$ cat config.mk
export PLATFORM = sky130hd
export DESIGN_NAME = vga_sync_gen_flat
export DESIGN_NICKNAME = d
export VERILOG_FILES = /design/src/rtl/vga_sync_gen_if.sv /design/src/rtl/vga_sync_gen.sv /design/src/flat_wrapper.sv
export SDC_FILE = /design/constraint.sdc
export NUM_CORES = 1
export LEC_CHECK = 0
export CAP_MARGIN = 10
export CORE_ASPECT_RATIO = 1.25
export CORE_MARGIN = 4
export CORE_UTILIZATION = 25
export DETAILED_ROUTE_END_ITERATION = 12
export GPL_TIMING_DRIVEN = 0
export PLACE_DENSITY_LB_ADDON = 0.15
export SYNTH_ARGS = -nofsm -noshare
export SYNTH_HDL_FRONTEND = slang
export SYNTH_SLANG_ARGS = --single-unit
$ cat constraint.sdc
create_clock -name clk -period 5.9 [get_ports clk]
set_clock_uncertainty 0.15 [all_clocks]
set_input_delay 1.475 -clock clk [delete_from_list [all_inputs] [get_ports clk]]
set_output_delay 1.475 -clock clk [all_outputs]
set_load 0.02 [all_outputs]
$ cat src/rtl/vga_sync_gen_if.sv
// ---------------------------------------------------------------------------
// vga_sync_gen_if
// Bundles the renderer-facing and pin-facing signals of the VGA timing
// generator.
//   rgb_in      [2:0]  colour from the text-overlay renderer, {R,G,B}
//   p_tick             pixel-rate enable, one clk wide
//   pix_x       [9:0]  horizontal counter
//   pix_y       [9:0]  vertical counter
//   video_on           counters are inside the visible area
//   frame_start        one-clk pulse after the counters wrap to (0,0)
//   hsync, vsync       active-low sync pins
//   rgb         [2:0]  colour driven to the DAC pins
// Modports: master = timing generator, slave = renderer / pins side.
// ---------------------------------------------------------------------------
interface vga_sync_gen_if;
    logic [2:0] rgb_in;
    logic       p_tick;
    logic [9:0] pix_x;
    logic [9:0] pix_y;
    logic       video_on;
    logic       frame_start;
    logic       hsync;
    logic       vsync;
    logic [2:0] rgb;

    modport master (
        input  rgb_in,
        output p_tick, pix_x, pix_y, video_on, frame_start, hsync, vsync, rgb
    );

    modport slave (
        output rgb_in,
        input  p_tick, pix_x, pix_y, video_on, frame_start, hsync, vsync, rgb
    );
endinterface

$ cat src/rtl/vga_sync_gen.sv
// ---------------------------------------------------------------------------
// vga_sync_gen
// 640x480 @ 60 Hz VGA timing generator. Divides clk into a pixel enable,
// runs the horizontal/vertical counters, decodes the sync pulses and the
// visible window, and gates the renderer colour onto the RGB pins.
// Ports:
//   clk    system clock (rising edge)
//   reset  synchronous, active-high
//   vga    vga_sync_gen_if.master (rgb_in in; p_tick, pix_x, pix_y,
//          video_on, frame_start, hsync, vsync, rgb out)
// Optional build macro: VGA_RGB_REG_EN -- registers rgb/hsync/vsync on the
// pixel enable, giving them a one-pixel lag relative to pix_x/pix_y.
// ---------------------------------------------------------------------------
module vga_sync_gen #(
    parameter int CLK_DIV   = 4,
    parameter int H_DISPLAY = 640,
    parameter int H_FRONT   = 16,
    parameter int H_SYNC    = 96,
    parameter int H_BACK    = 48,
    parameter int V_DISPLAY = 480,
    parameter int V_FRONT   = 10,
    parameter int V_SYNC    = 2,
    parameter int V_BACK    = 33
) (
    input  logic           clk,
    input  logic           reset,
    vga_sync_gen_if.master vga
);
    localparam int H_TOTAL  = H_DISPLAY + H_FRONT + H_SYNC + H_BACK;
    localparam int V_TOTAL  = V_DISPLAY + V_FRONT + V_SYNC + V_BACK;
    localparam int HS_START = H_DISPLAY + H_FRONT;
    localparam int HS_END   = HS_START + H_SYNC - 1;
    localparam int VS_START = V_DISPLAY + V_FRONT;
    localparam int VS_END   = VS_START + V_SYNC - 1;
    localparam int DIV_W    = (CLK_DIV > 1) ? $clog2(CLK_DIV) : 1;

    localparam logic [DIV_W-1:0] DIV_LAST = DIV_W'(CLK_DIV - 1);

    logic [DIV_W-1:0] div_q, div_d;
    logic [9:0]       pix_x_q, pix_x_d;
    logic [9:0]       pix_y_q, pix_y_d;
    logic             frame_start_q, frame_start_d;

    logic             p_tick;
    logic             h_end;
    logic             v_end;
    logic             video_on;
    logic             hsync_dec;
    logic             vsync_dec;
    logic [2:0]       rgb_dec;

    always_comb begin
        // Gated by reset so that CLK_DIV=1 (div stuck at 0) still idles.
        p_tick = !reset && (div_q == DIV_LAST);
        h_end  = (pix_x_q == 10'(H_TOTAL - 1));
        v_end  = (pix_y_q == 10'(V_TOTAL - 1));

        div_d = (div_q == DIV_LAST) ? '0 : div_q + DIV_W'(1);

        pix_x_d = pix_x_q;
        pix_y_d = pix_y_q;
        if (p_tick) begin
            if (h_end) begin
                pix_x_d = '0;
                pix_y_d = v_end ? '0 : pix_y_q + 10'd1;
            end else begin
                pix_x_d = pix_x_q + 10'd1;
            end
        end

        // Registered one edge after the simultaneous H/V wrap.
        frame_start_d = p_tick && h_end && v_end;

        video_on  = (pix_x_q < 10'(H_DISPLAY)) && (pix_y_q < 10'(V_DISPLAY));
        hsync_dec = !((pix_x_q >= 10'(HS_START)) && (pix_x_q <= 10'(HS_END)));
        vsync_dec = !((pix_y_q >= 10'(VS_START)) && (pix_y_q <= 10'(VS_END)));
        rgb_dec   = video_on ? vga.rgb_in : 3'b000;
    end

    always_ff @(posedge clk) begin
        if (reset) begin
            div_q         <= '0;
            pix_x_q       <= '0;
            pix_y_q       <= '0;
            frame_start_q <= 1'b0;
        end else begin
            div_q         <= div_d;
            pix_x_q       <= pix_x_d;
            pix_y_q       <= pix_y_d;
            frame_start_q <= frame_start_d;
        end
    end

`ifdef VGA_RGB_REG_EN
    // Pin-side outputs sampled once per pixel so the DAC and sync pins
    // switch together, one pixel behind the counters.
    logic [2:0] rgb_q, rgb_d;
    logic       hsync_q, hsync_d;
    logic       vsync_q, vsync_d;

    always_comb begin
        rgb_d   = rgb_q;
        hsync_d = hsync_q;
        vsync_d = vsync_q;
        if (p_tick) begin
            rgb_d   = rgb_dec;
            hsync_d = hsync_dec;
            vsync_d = vsync_dec;
        end
    end

    always_ff @(posedge clk) begin
        if (reset) begin
            rgb_q   <= 3'b000;
            hsync_q <= 1'b1;
            vsync_q <= 1'b1;
        end else begin
            rgb_q   <= rgb_d;
            hsync_q <= hsync_d;
            vsync_q <= vsync_d;
        end
    end

    assign vga.rgb   = rgb_q;
    assign vga.hsync = hsync_q;
    assign vga.vsync = vsync_q;
`else
    assign vga.rgb   = rgb_dec;
    assign vga.hsync = hsync_dec;
    assign vga.vsync = vsync_dec;
`endif

    assign vga.p_tick      = p_tick;
    assign vga.pix_x       = pix_x_q;
    assign vga.pix_y       = pix_y_q;
    assign vga.video_on    = video_on;
    assign vga.frame_start = frame_start_q;

endmodule
$ cat src/flat_wrapper.sv
// flat-port wrapper written by rule: the top's interface ports become plain ports
module vga_sync_gen_flat 
#(
    parameter int CLK_DIV   = 4,
    parameter int H_DISPLAY = 640,
    parameter int H_FRONT   = 16,
    parameter int H_SYNC    = 96,
    parameter int H_BACK    = 48,
    parameter int V_DISPLAY = 480,
    parameter int V_FRONT   = 10,
    parameter int V_SYNC    = 2,
    parameter int V_BACK    = 33
)
  (clk, reset, vga_rgb_in, vga_p_tick, vga_pix_x, vga_pix_y, vga_video_on, vga_frame_start, vga_hsync, vga_vsync, vga_rgb);
  vga_sync_gen_if vga_i ();
  input  logic clk;
  input  logic reset;
  input wire logic [$bits(vga_i.rgb_in)-1:0] vga_rgb_in;
  output wire logic [$bits(vga_i.p_tick)-1:0] vga_p_tick;
  output wire logic [$bits(vga_i.pix_x)-1:0] vga_pix_x;
  output wire logic [$bits(vga_i.pix_y)-1:0] vga_pix_y;
  output wire logic [$bits(vga_i.video_on)-1:0] vga_video_on;
  output wire logic [$bits(vga_i.frame_start)-1:0] vga_frame_start;
  output wire logic [$bits(vga_i.hsync)-1:0] vga_hsync;
  output wire logic [$bits(vga_i.vsync)-1:0] vga_vsync;
  output wire logic [$bits(vga_i.rgb)-1:0] vga_rgb;
  assign vga_i.rgb_in = vga_rgb_in;
  assign vga_p_tick = vga_i.p_tick;
  assign vga_pix_x = vga_i.pix_x;
  assign vga_pix_y = vga_i.pix_y;
  assign vga_video_on = vga_i.video_on;
  assign vga_frame_start = vga_i.frame_start;
  assign vga_hsync = vga_i.hsync;
  assign vga_vsync = vga_i.vsync;
  assign vga_rgb = vga_i.rgb;
  vga_sync_gen #(.CLK_DIV(CLK_DIV), .H_DISPLAY(H_DISPLAY), .H_FRONT(H_FRONT), .H_SYNC(H_SYNC), .H_BACK(H_BACK), .V_DISPLAY(V_DISPLAY), .V_FRONT(V_FRONT), .V_SYNC(V_SYNC), .V_BACK(V_BACK)) u_core (.clk(clk), .reset(reset), .vga(vga_i));
endmodule
==> flow_metrics.tcl, run 1 <==
set metrics [dict create \
    grt_first_pass_wirelength_microns 5060 \
    critPathCaptureType "output port" \
    path_clk_slew_ps 90 \
    postRouteAntennaNets 0 \
    critPathMaxFanout 1 \
    min_period_ps 4270 \
    firstDrtPassIters 4 \
    crit_type "in2out" \
    vias 1117 \
    grt_max_degree 15 \
    yosys_most_used_dff "dfxtp_1" \
    dpl_cell_area_sq_um 1590 \
    layout_commonest_cell "clkdlybuf4s50_1" \
    post-place-cells 230 \
    cts_hold_buf 0 \
    htreeDepth 1 \
    antenna_found_initial 0 \
    startpoint_type "primary input" \
    clk_latency_ps 270 \
    fin_tns_setup_ps 0 \
    start_util_pct 25.7 \
    clk_path_buf_depth 2 \
    synth_nets 150 \
    cap_violations 0 \
    numPortBuffers 31 \
    setup_viol 0 \
    netlist-cell-type-count 37 \
    cts_resized 0 \
    hold_viol 0 \
    final_util_pct 34.9 \
    finalNonFillerCells 234 \
    whs_ps 289 \
    rsz0062_at_grt "false" \
    worstPathRequired_ps 4280 \
    ir_worst_vdd_mv 0.0732 \
    max_clock_freq_ghz 0.234 \
    drv_slew 0 \
    track_usage_pct 10.0 \
    synth_edf_count 0 \
    fin_ws_ps 1630 \
    cts_buffers 3 \
    async_reset_ff_share_pct 0 \
    power_leakage_nw 0.553 \
    place_ws_ps 1610 \
    drt_drc_violations_left 0 \
    rows 28 \
    power_mw 0.279 \
    cts_sinks 23 \
    p_per_area_nw_per_um2 170 \
    hpwl_microns 2170 \
    fin_area_sq_um 1640 \
    nets 186 \
    cts_root_buf "clkbuf_8" \
    drive_gt1_share_pct 6.32 \
    post-route-period-util_pct 72.4 \
    status "finished clean" \
    antennaDiodeCount 0 \
    drt_iter0_drc 43 \
    routed_wl_microns 2870 \
    die_y_microns 85.6 \
    avgSynthCellArea_sq_um 8.67 \
    hp-class "reg2reg" \
    die_area_sq_um 6000 \
    syn_inst 139 \
    core_sq_um 4690 \
    yosys_register_bits 23 \
    die_w_microns 70.1 \
    layout_common_cells "clkdlybuf4s50_1, dfxtp_1, nor2_1, nand2_1" \
    area_delta_synth_final_pct 36.0 \
    grt_pass1_vias 1059 \
    vias_per_cell 4.77 \
    ys_seq_area_share_pct 38.2 \
    post-cts-setup-buffer-count 0 \
    nFillCells 514 \
    relSlewSlack_pct 50.3 \
    cts_tree "done" \
    syn_area_sq_um 1200 \
    avgRoutedWirePerCell_microns 12.2 \
    tightestPinTransition_ps 741 \
    overflow 0 \
    yosys_warnings 0 \
    gp_congestion 0.737 \
    cp.arrival_ps 2640 \
    ios 33 \
]
report_power, final:
part	internal (mW)	switching [mW]
Clock	0.0478	0.0537
Combinational	0.00872	0.00943
Sequential	0.157	0.00160
synthesized netlist by cell type (3+ instances only):
| library cell | instances | area share, % |
|---|---|---|
| a21oi_1 | 9 | 3.7 |
| and2_1 | 4 | 2.1 |
| and3_1 | 4 | 2.1 |
| dfxtp_1 | 23 | 38 |
| ha_1 | 6 | 6.2 |
| inv_1 | 7 | 2.2 |
| nand2_1 | 10 | 3.1 |
| nand3_1 | 9 | 3.7 |
| nand4_1 | 6 | 3.1 |
| nor2_1 | 12 | 3.7 |
| nor3_1 | 5 | 2.1 |
| o21ai_0 | 4 | 1.7 |
| or3_1 | 3 | 1.6 |
| or4_1 | 3 | 1.9 |
| xnor2_1 | 4 | 2.9 |
| xor2_1 | 6 | 4.4 |
kinds of logic after synthesis:
logic type / count (synthesis) / synth area share [%]
simple gates: 69 / 33.4
flops: 23 / 38.2
fa+ha+maj: 6 / 6.23
compound gates: 21 / 10.7
xor+xnor: 10 / 7.27
buf+inv: 10 / 4.15
routing by layer:
layer | vias to the layer above | track usage, % | share of wire [%]
met5 | - | 0 | 0
met4 | 0 | 3.48 | 1.2
met3 | 4 | 1.99 | 3.0
met2 | 21 | 16.7 | 49
met1 | 518 | 13.0 | 47
li1 | 574 | - | -
registers in the layout (all words and copies together), names as in the netlist:
name	cells
u_core.div_q	2
u_core.vga.pix_x	10
u_core.vga.frame_start	1
u_core.vga.pix_y	10
path summary, 6_finish.rpt:
check	cells after the start	start	slack [ps]	endpoint
max	3	vga_rgb_in[2]	1630	vga_rgb[2]
max reg2reg	5	u_core.vga.pix_x[1]$_SDFFE_PP0N_	3610	u_core.vga.pix_y[9]$_SDFFE_PP0P_
min	1	u_core.div_q[0]$_SDFF_PP0_	290	u_core.div_q[0]$_SDFF_PP0_
min reg2reg	1	u_core.div_q[0]$_SDFF_PP0_	290	u_core.div_q[0]$_SDFF_PP0_
final cells by class:
cell class                      count  area (sq um)  area share (%)
Buffer                              3          23.8            1.45
Clock buffer                        3          41.3            2.52
Clock inverter                      1          7.51           0.458
Inverter                            7          26.3            1.60
Multi-Input combinational cell    106           694            42.4
Sequential cell                    23           460            28.1
Tap cell                           60          75.1            4.58
Timing Repair Buffer               31           310            18.9
worst max-delay path, cell delays in order:
cell,delay (ps)
clkdlybuf4s50_1,460
and2_1,110
clkdlybuf4s50_1,590
No activity file was read; power rests on OpenSTA's default activity.
==> run 2, diff against run 1 <==
==> constraint.sdc (replaced) <==
create_clock -name clk -period 4.16 [get_ports clk]
set_clock_uncertainty 0.15 [all_clocks]
set_input_delay 1.04 -clock clk [delete_from_list [all_inputs] [get_ports clk]]
set_output_delay 1.04 -clock clk [all_outputs]
set_load 0.02 [all_outputs]
==> results of run 2 <==
Same layout as run 1 (identical final DEF). Status: finished clean.
Among the figures that moved: setup slack after placement 1610 ps -> 742 ps; setup slack after layout 1630 ps -> 760 ps; register-to-register setup slack 3610 ps -> 1870 ps; total power 0.279 mW -> 0.395 mW; worst IR drop on VDD 0.0732 mV -> 0.104 mV
